### src/rtl/wide_add_pkg.sv
// Shared definitions for the sequential wide adder.
//   SLICE_W           width of one adder slice
//   wide_add_state_t  controller states
//   slice_count()     number of slices for a given operand width
package wide_add_pkg;

  localparam int unsigned SLICE_W = 16;

  typedef enum logic [1:0] {
    IDLE = 2'd0,
    RUN  = 2'd1,
    DONE = 2'd2
  } wide_add_state_t;

  function automatic int unsigned slice_count(input int unsigned width);
    return width / SLICE_W;
  endfunction

endpackage

### src/rtl/wide_add_seq_cla16.sv
// CLA16: 16-bit two-level carry-lookahead adder slice.
//   A, B  16-bit operands        Cin   carry-in
//   S     16-bit sum             Cout  carry-out
//   Pout  group propagate        Gout  group generate
module CLA16 (
  input  logic [15:0] A,
  input  logic [15:0] B,
  input  logic        Cin,
  output logic [15:0] S,
  output logic        Cout,
  output logic        Pout,
  output logic        Gout
);

  always_comb begin : cla
    logic [15:0] g;
    logic [15:0] p;
    logic [15:0] c;
    logic [3:0]  gg;
    logic [3:0]  gp;
    logic [4:0]  gc;

    g = A & B;
    p = A ^ B;

    // Per-nibble group generate/propagate
    for (int unsigned k = 0; k < 4; k++) begin
      gg[k] = g[4*k+3]
            | (p[4*k+3] & g[4*k+2])
            | (p[4*k+3] & p[4*k+2] & g[4*k+1])
            | (p[4*k+3] & p[4*k+2] & p[4*k+1] & g[4*k]);
      gp[k] = &p[4*k +: 4];
    end

    // Second-level lookahead across nibbles
    gc[0] = Cin;
    gc[1] = gg[0] | (gp[0] & Cin);
    gc[2] = gg[1] | (gp[1] & gg[0]) | (gp[1] & gp[0] & Cin);
    gc[3] = gg[2] | (gp[2] & gg[1]) | (gp[2] & gp[1] & gg[0])
          | (gp[2] & gp[1] & gp[0] & Cin);
    gc[4] = gg[3] | (gp[3] & gg[2]) | (gp[3] & gp[2] & gg[1])
          | (gp[3] & gp[2] & gp[1] & gg[0])
          | (gp[3] & gp[2] & gp[1] & gp[0] & Cin);

    // Bit carries inside each nibble from its group carry-in
    c = '0;
    for (int unsigned k = 0; k < 4; k++) begin
      c[4*k]   = gc[k];
      c[4*k+1] = g[4*k]   | (p[4*k]   & c[4*k]);
      c[4*k+2] = g[4*k+1] | (p[4*k+1] & c[4*k+1]);
      c[4*k+3] = g[4*k+2] | (p[4*k+2] & c[4*k+2]);
    end

    S    = p ^ c;
    Cout = gc[4];
    Pout = &gp;
    Gout = gg[3] | (gp[3] & gg[2]) | (gp[3] & gp[2] & gg[1])
         | (gp[3] & gp[2] & gp[1] & gg[0]);
  end

endmodule

### src/rtl/wide_add_seq.sv
// wide_add_seq: multi-cycle WIDTH-bit adder built around one 16-bit CLA
// slice, processing one slice per clock from LSB to MSB.
//   clk, rst_n           clock, asynchronous active-low reset
//   in_valid/in_ready    operand handshake (ready only when idle)
//   a, b, cin            operands and carry-in
//   out_valid/out_ready  result handshake
//   sum, cout, ovf       registered sum, carry-out, signed overflow
//   op_sub               subtract select (only with WIDE_ADD_SUB_EN)
// Optional feature macro: WIDE_ADD_SUB_EN (adds op_sub, a - b = a + ~b + 1).
module wide_add_seq
  import wide_add_pkg::*;
#(
  parameter int unsigned WIDTH = 64
) (
  input  logic             clk,
  input  logic             rst_n,
  input  logic             in_valid,
  output logic             in_ready,
  input  logic [WIDTH-1:0] a,
  input  logic [WIDTH-1:0] b,
  input  logic             cin,
  output logic             out_valid,
  input  logic             out_ready,
  output logic [WIDTH-1:0] sum,
  output logic             cout,
  output logic             ovf
`ifdef WIDE_ADD_SUB_EN
  ,
  input  logic             op_sub
`endif
);

  localparam int unsigned NSLICE = slice_count(WIDTH);
  localparam int unsigned IDXW   = (NSLICE > 1) ? $clog2(NSLICE) : 1;
  localparam logic [IDXW-1:0] LAST_IDX = IDXW'(NSLICE - 1);

  if ((WIDTH % SLICE_W) != 0 || WIDTH < 32) begin : g_width_chk
    $error("wide_add_seq: WIDTH must be a multiple of 16 and at least 32");
  end

  wide_add_state_t state_q;
  logic [IDXW-1:0]  idx_q;
  logic             carry_q;
  logic [WIDTH-1:0] a_q;
  logic [WIDTH-1:0] b_q;
  logic [WIDTH-1:0] sum_q;
  logic             cout_q;
  logic             ovf_q;
  logic             out_valid_q;

  // Effective operands: subtraction is folded in at capture time so the
  // slice datapath only ever adds.
  logic [WIDTH-1:0] b_eff;
  logic             cin_eff;
`ifdef WIDE_ADD_SUB_EN
  assign b_eff   = op_sub ? ~b : b;
  assign cin_eff = op_sub ? 1'b1 : cin;
`else
  assign b_eff   = b;
  assign cin_eff = cin;
`endif

  logic [SLICE_W-1:0] slice_a;
  logic [SLICE_W-1:0] slice_b;
  logic [SLICE_W-1:0] slice_sum;
  logic               slice_cout;

  assign slice_a = a_q[idx_q*SLICE_W +: SLICE_W];
  assign slice_b = b_q[idx_q*SLICE_W +: SLICE_W];

  CLA16 u_cla (
    .A    (slice_a),
    .B    (slice_b),
    .Cin  (carry_q),
    .S    (slice_sum),
    .Cout (slice_cout),
    .Pout (),
    .Gout ()
  );

  always_ff @(posedge clk or negedge rst_n) begin
    if (!rst_n) begin
      state_q     <= IDLE;
      idx_q       <= '0;
      carry_q     <= 1'b0;
      a_q         <= '0;
      b_q         <= '0;
      sum_q       <= '0;
      cout_q      <= 1'b0;
      ovf_q       <= 1'b0;
      out_valid_q <= 1'b0;
    end else begin
      case (state_q)
        IDLE: begin
          if (in_valid) begin
            a_q     <= a;
            b_q     <= b_eff;
            carry_q <= cin_eff;
            idx_q   <= '0;
            state_q <= RUN;
          end
        end
        RUN: begin
          sum_q[idx_q*SLICE_W +: SLICE_W] <= slice_sum;
          carry_q <= slice_cout;
          if (idx_q == LAST_IDX) begin
            // The top slice sum is being written this edge, so overflow
            // uses its MSB directly rather than the not-yet-updated sum_q.
            state_q     <= DONE;
            out_valid_q <= 1'b1;
            cout_q      <= slice_cout;
            ovf_q       <= (a_q[WIDTH-1] == b_q[WIDTH-1]) &&
                           (slice_sum[SLICE_W-1] != a_q[WIDTH-1]);
          end else begin
            idx_q <= idx_q + 1'b1;
          end
        end
        DONE: begin
          if (out_ready) begin
            out_valid_q <= 1'b0;
            state_q     <= IDLE;
          end
        end
        default: state_q <= IDLE;
      endcase
    end
  end

  assign in_ready  = (state_q == IDLE);
  assign out_valid = out_valid_q;
  assign sum       = sum_q;
  assign cout      = cout_q;
  assign ovf       = ovf_q;

endmodule

### config.mk
export PLATFORM = sky130hd
export DESIGN_NAME = wide_add_seq
export DESIGN_NICKNAME = d
export VERILOG_FILES = /design/src/rtl/wide_add_pkg.sv /design/src/rtl/wide_add_seq_cla16.sv /design/src/rtl/wide_add_seq.sv
export SDC_FILE = /design/constraint.sdc
export NUM_CORES = 1
export LEC_CHECK = 0
export CAP_MARGIN = 20
export CORE_UTILIZATION = 30
export DETAILED_ROUTE_END_ITERATION = 6
export HOLD_SLACK_MARGIN = 0.06
export PLACE_DENSITY_LB_ADDON = 0.3
export SLEW_MARGIN = 40
export SYNTH_ARGS = -nofsm -noshare
export SYNTH_HDL_FRONTEND = slang
export SYNTH_SLANG_ARGS = --single-unit
### constraint.sdc
create_clock -name clk -period 5.5 [get_ports clk]
set_input_delay 1.1 -clock clk [delete_from_list [all_inputs] [get_ports clk]]
set_output_delay 1.1 -clock clk [all_outputs]
set_load 0.01 [all_outputs]
==> summary.md, run 1 <==
| Metric | Value |
|---|---|
| Delay-heaviest family, CP | adder cells |
| Final WS setup | around 0.99 ns |
| FP Rows | 62 |
| Status | finished, final reports clean |
| Drt total wl | 23.43 mm |
| Final Cycle Share | 81.92% |
| Hold Path Stages | 2 |
| Tmin final | 4.506 ns |
| CP endpoint kind | flip-flop |
| Cts hold-fix bufs | 0 |
| Psw | about 3.4 mW |
| Clk slew on worst S/H paths | 0.07 ns |
| Final Core Density | around 41% |
| Initial Utilization | 30.80% |
| Commonest non-fill, non-tap cell in the layout | clkdlybuf4s50_1 |
| Cell Area, Synth | 8912 µm² |
| DRC viols | 0 |
| Sw Share | 41.09% |
| Critical path startpoint category | flip-flop |
| Die Span Y | 174.4 µm |
| Relative max-transition margin | 43.57% |
| Unrepaired setup endpoints after global routing | false |
| HPWL Detailed | 16.76 mm |
| Fraction of power consumed by the clock network | 14.0% |
| CP max-delay cell | dfrtp_2 |
| Seq pwr share | roughly a third |
| R2r endpoint | ovf |
| CTS sink cnt | 200 |
| Initial antenna violation count | 0 |
| Dpl ws | 0.9880 ns |
| Hold WS | 0.4783 ns |
| Clk_skew | 0.01106 ns |
| # nets final | approximately 1,000 |
| Buf/Inv on CP | 2 |
| Diode count | 0 |
| Fmax | 221.9 MHz |
| Clock latency on the worst-skew pair | 0.44 ns |
| Die Area | 30,400 µm² |
| I/O pin total | 201 |
| CP cell instances | buf_12 > mux4_2 > ha_1 > nand2_1 > o21ai_0 > o21ba_2 > fa_1 > fa_1 > inv_1 > fa_1 > xnor2_1 > and3_1 > nor2_1 > o21ai_0 |
| Final hold viol count | 0 |
| Leak pwr | 4.879 nW |
| Internal power | approximately 4.9 mW |
| Chip width | 174.4 µm |
| CTS buffer count | 17 |
| Slowest stage delay, CP | between 0.8 and 0.9 ns |
| CP Class | flip-flop to flip-flop |
| Pre-Repair DR Iteration Count | 4 |
| CTS tree | built |
| Power Density | 703.3 nW/µm² |
| Post CTS Setup Buffer Count | 0 |
| Commonest non-fill, non-tap cells in the layout | clkdlybuf4s50_1, dfrtp_1, mux2_2, nand2_1, o21ai_0 |
| Overflow left after global routing | 0 |
| Top cell type's share of synthesized area | 56.16% |
| WHS Endpoint | sum[29] |
| Final setup viols | 0 |
| Worst slew pin tran | ~0.85 ns |
| Syn avg cell area | 13.65 µm² |
| Synthesized netlist net count | 820 |
| WL per Instance | roughly 19 µm |
| #FFs+latches synth | 200 |
| Final Wtd Congestion | 0.7460 |
| Flop2flop setup slack | between 0.9 and 1 ns |
| Setup TNS | 0 ns |
| Worst hold path class | flip-flop to flip-flop |
| Tot GR Track Use | 16.22% |
| Vias | approximately 5,900 |
| Synth area leader | dfrtp_1 |
| Path depth of the worst reg2reg path | 14 |
| Vias in the first global route | about 6,100 |
| Hold_sp | sum[29] |
| H-tree level count | 4 |
| # Max-Cap Violations | 0 |
| CP most frequent cell | fa_1 |
| CTS root buf | clkbuf_16 |
| Vias/cell | 4.722 |
| Final ANT Viol Nets | 0 |
| Share of power burned in combinational logic | around 54% |
| First-pass GRT wire length | 36.91 mm |
| CORE AREA | 28,940 µm² |
| Post-CTS sizing | 0 |
| Syn. warnings | 0 |
| Post-synthesis cell count | 653 |
| Top area cells in the synthesized netlist | dfrtp_1, mux2_2, mux4_2 |
| CP Max Fanout | 22 |
| Worst EP arrival | 4.85 ns |
| Synth-to-layout area growth | 32.95% |
| # port buffers | 200 |
| Drt first-iter violations | 460 |
| Worst Path Required | 5.85 ns |
| Reg-to-Reg Start | idx_q[0] |
| Ratio of cells with drive above 1 in the final layout | 23.39% |
| Pin count of the biggest net entering global routing | 131 |
| Library cells used by synthesis | 38 |
| Largest vdd supply drop | 376.4 µV |
| Final Slew Violations | 0 |
| Register area share after synthesis | 56.16% |
| Buffer levels on the longest clock path | 2 |
cells in the mapped netlist (all sizes together):
cell     number
a2111oi       2
nand4         3
a21oi        13
buf          20
a211oi        1
nand2        75
clkbuf       13
o21ba         1
nor4          1
nor3          1
inv          30
nand2b        1
ha           22
o211ai        1
or4           1
a22oi         1
xor2          3
dfrtp       200
o31ai         1
nor2          9
fa           12
o21bai        1
and3          1
and2b         1
xnor2         1
mux2        129
a22o          1
or3           2
and4          1
nor2b         1
o21ai        70
nand4b        1
nor3b         1
mux4         32
flip-flops by register name (all words and copies together) (netlist names):
| register | cells |
|---|---|
| idx_q | 2 |
| ovf | 1 |
| b_q | 64 |
| state_q | 2 |
| cout | 1 |
| carry_q | 1 |
| a_q | 64 |
| out_valid | 1 |
| sum | 64 |
layout make-up:
cell class                 count  area [µm²]
clock inverter                10       72.57
inverter                      30       112.6
sequential                   200        5010
tap                          384       480.5
fill                        2749       17090
multi-input combinational    390        3642
clock buffer                  22       454.2
timing repair buffer         203        2077
power by group through the flow:
stage	logic, mW	clock network, mW	registers, mW
global placement	4.40	0	2.72
global route	4.94	1.26	2.80
CTS	4.52	1.20	2.70
detailed placement	4.50	0	2.73
floorplan	2.77	0	2.58
finish	4.48	1.17	2.69
metal layers:
| layer | global-route usage (%) | share of wire, % | vias to the layer above |
|---|---|---|---|
| met5 | 0 | 0 | - |
| met4 | 4.057 | 0.64 | 0 |
| met3 | 3.040 | 4.2 | 7 |
| met2 | 25.76 | 48 | 178 |
| met1 | 22.74 | 47 | 2986 |
| li1 | - | - | 2679 |
worst max-delay path by stage:
| stage | start | to | slack, ns | cells past startpoint |
|---|---|---|---|---|
| 4_1_cts | idx_q[0] | ovf | 0.94 | 15 |
| 6_report | idx_q[0] | ovf | 0.99 | 14 |
| 2_1_floorplan | idx_q[0] | ovf | 1.60 | 16 |
| 3_5_place_dp | idx_q[0] | ovf | 0.99 | 15 |
| 5_1_grt | idx_q[0] | ovf | 0.59 | 14 |
| 3_3_place_gp | idx_q[0] | ovf | 1.14 | 15 |
worst register-to-register path, delay by kind of cell (launching register included):
kind            cells  cell delay (ns)
simple gates        3             0.32
xor+xnor            1             0.24
compound gates      3             0.76
flops               1             0.84
buf+inv             2             0.38
mux                 1             0.56
fa+ha+maj           4             1.33
stage by stage:
stage               cells  total power, mW  cell area (µm²)
floorplan             653            5.351             8912
detailed placement   1207            7.232            11320
global placement     1207            7.117            11310
finish               1239            8.333            11850
global route         1239            8.991            11850
CTS                  1239            8.419            11850
cell families after synthesis:
kind of cell | count (synthesis) | share of synthesized area, %
AOI/OAI and AO/OA | 92 | 5.489
xor gates and xnor gates | 4 | 0.3932
adders and majority gates | 34 | 5.784
buffers and inverters | 63 | 3.033
DFF | 200 | 56.16
muxes | 161 | 24.39
and+or+nand+nor | 99 | 4.759
Power figures use the tool's default switching activity.
==> inputs of run 2 (changes only) <==
==> constraint.sdc (replaced) <==
create_clock -name clk -period 4.7 [get_ports clk]
set_input_delay 0.94 -clock clk [delete_from_list [all_inputs] [get_ports clk]]
set_output_delay 0.94 -clock clk [all_outputs]
set_load 0.01 [all_outputs]
==> run 2 against run 1 <==
  * Register-to-register slack got worse by 0.54 ns
  * Largest power group unchanged
  * Worst setup slack worse by 0.54 ns
  * Clock power up 22%
  * Non-clock buffer count up 5
  * Total power rose by 18%
  * Sequential share of layout area decreased by 0.33 points
  * Fmax grew 6.1%
  * Clock skew is 0.00094 ns higher
  * Sequential cell count stayed put
  * Core utilization increased by 0.30 points
==> summary.md, run 2 (same netlist as run 1, synthesis figures left out) <==
| Metric | Value |
|---|---|
| Status | finished, final reports clean |
| Met1 usage | 21.17% (-1.6 points) |
| CTS sink cnt | 200 (unchanged) |
| Reg-to-Reg Start | idx_q[0] |
| Hold WS | 0.4137 ns (-0.06460 ns) |
| Vias | 5,812 (-0.65%) |
| Path depth of the worst reg2reg path | 15 (+1) |
| Unrepaired setup endpoints after global routing | false |
| Pre-Repair DR Iteration Count | 4 (unchanged) |
| Flop2flop setup slack | 0.45 ns (-0.54 ns) |
| Final Cycle Share | 90.36% (+8.4 points) |
| Commonest non-fill, non-tap cells in the layout | clkdlybuf4s50_1, dfrtp_1, mux2_2, nand2_1, o21ai_0 |
| Slowest stage delay, CP | 0.61 ns (-0.23 ns) |
| Worst hold path class | primary input to asynchronous set/reset pin |
| Relative max-transition margin | 45.62% (+2.0 points) |
| Fin area | 11,940 µm² (+0.73%) |
| DRC viols | 0 (unchanged) |
| Worst Path Required | 5.06 ns (-0.79 ns) |
| Post CTS Setup Buffer Count | 0 (unchanged) |
| CTS tree | built |
| Vias/cell | 4.668 (-1.1%) |
| Delay-heaviest family, CP | adder cells |
| CTS buffer count | 17 (unchanged) |
| Final Wtd Congestion | 0.7802 (+4.6%) |
| WL per Instance | 18.83 µm (-0.41%) |
| Final WS setup | 0.4529 ns (-0.5415 ns) |
| CP Max Fanout | 20 (-9.1%) |
| Global route hottest layer | met2 |
| Pin count of the biggest net entering global routing | 86 (-34%) |
| Worst slew pin tran | 0.8157 ns (-0.03068 ns) |
| Post-layout instance count excluding filler cells | 1,245 (+0.48%) |
| Final Slew Violations | 0 (unchanged) |
| Buf/Inv on CP | 2 (unchanged) |
| Chip width | 174.4 µm (unchanged) |
| # nets final | 1,014 (+0.50%) |
| FP Rows | 62 (unchanged) |
| Drt first-iter violations | 365 (-21%) |
| Final Core Density | 41.25% (+0.30 points) |
| # Max-Cap Violations | 0 (unchanged) |
| Commonest non-fill, non-tap cell in the layout | clkdlybuf4s50_1 |
| Final ANT Viol Nets | 0 (unchanged) |
| Clk slew on worst S/H paths | 0.07 ns (about the same) |
| Fmax | 235.5 MHz (+6.1%) |
| CP cell instances | buf_12 > mux4_2 > ha_1 > nand2_1 > o21ai_0 > a21oi_1 > o21ba_2 > fa_1 > fa_1 > inv_1 > fa_1 > xnor2_1 > and3_1 > nor2_1 > o21ai_0 |
| Met3 Track Usage GR | 3.828% (+0.79 points) |
| Worst EP arrival | 4.61 ns (-0.24 ns) |
| Final hold viol count | 0 (unchanged) |
| Initial Utilization | 30.80% (unchanged) |
| First-pass GRT wire length | 36.40 mm (-1.4%) |
| Tmin final | 4.247 ns (-0.2585 ns) |
| Total power draw | 9.836 mW (+18%) |
| CP max-delay cell | dfrtp_2 |
| Placed cell count | 1,212 (+0.41%) |
| Post-CTS sizing | 0 (unchanged) |
| Setup TNS | 0 ns (unchanged) |
| Die Area | 30,400 µm² (unchanged) |
| Met2 usage | 26.58% (+0.81 points) |
| HPWL Detailed | 17.70 mm (+5.6%) |
| Initial antenna violation count | 0 (unchanged) |
| Cts hold-fix bufs | 0 (unchanged) |
| Dpl ws | 0.4562 ns (-0.5318 ns) |
| Synth-to-layout area growth | 33.92% |
| Largest vdd supply drop | 434.5 µV (+15%) |
| H-tree level count | 4 (unchanged) |
| Final setup viols | 0 (unchanged) |
| Ratio of cells with drive above 1 in the final layout | 24.19% (+0.79 points) |
| Power Density | 824.2 nW/µm² (+17%) |
| Clk_skew | 0.01200 ns (+0.0009417 ns) |
| CP Class | flip-flop to flip-flop |
| CORE AREA | 28,940 µm² (unchanged) |
| Leak pwr | 4.928 nW (+0.99%) |
| Overflow left after global routing | 0 (unchanged) |
| CTS root buf | clkbuf_16 |
| Die Span Y | 174.4 µm (unchanged) |
| Tot GR Track Use | 16.05% (-0.17 points) |
| Dpl cell area | 11,370 µm² (+0.42%) |
| Drt total wl | 23.45 mm (about the same) |
| Critical path startpoint category | flip-flop |
| R2r endpoint | ovf |
| CP endpoint kind | flip-flop |
| CP most frequent cell | fa_1 |
| Clock latency on the worst-skew pair | 0.44 ns (about the same) |
| I/O pin total | 201 (unchanged) |
| # port buffers | 200 (unchanged) |
| Vias in the first global route | 6,174 (+1.4%) |
| Buffer levels on the longest clock path | 2 (unchanged) |
run 2: changes by cell type in the layout (fill, tap and decap cells not counted):
| cell | before | now |
|---|---|---|
| clkbuf_8 | 1 | 2 |
| clkbuf_16 | 18 | 17 |
| buf_6 | 0 | 1 |
| buf_16 | 0 | 1 |
| dfrtp_2 | 1 | 2 |
| inv_6 | 2 | 4 |
| diode_2 | 0 | 1 |
| bufinv_16 | 0 | 1 |
| buf_4 | 0 | 3 |
| dfrtp_4 | 1 | 0 |
| clkbuf_1 | 4 | 1 |
run 2: worst max-delay path by stage:
stage             start  endpoint  slack, ns  cells past startpoint
2_1_floorplan  idx_q[0]       ovf       0.80                     16
3_3_place_gp   idx_q[0]       ovf       0.58                     15
3_5_place_dp   idx_q[0]       ovf       0.46                     15
5_1_grt        idx_q[0]       ovf       0.15                     15
6_report       idx_q[0]       ovf       0.45                     15
4_1_cts        idx_q[0]       ovf       0.40                     15
run 2: power by group:
group,leakage (nW),internal [mW],switching (mW)
Sequential,2.48,2.56,0.538
Combinational,2.18,2.50,2.82
Clock,0.271,0.751,0.676
Total,4.93,5.81,4.03
run 2: final cells by class:
class / count / area (µm²)
multi-input combinational: 390 / 3642
antenna: 1 / 2.502
inverter: 30 / 112.6
clock buffer: 19 / 442.9
sequential: 200 / 5007
tap: 384 / 480.5
timing repair buffer: 208 / 2127
fill: 2763 / 17000
clock inverter: 13 / 120.1
run 2: per-layer routing:
layer	wire [µm]	up-vias	part of all wire, %
li1	-	2701	-
met1	10360	2921	44
met2	11600	174	49
met3	1270	16	5.4
met4	215	0	0.92
met5	0	-	0
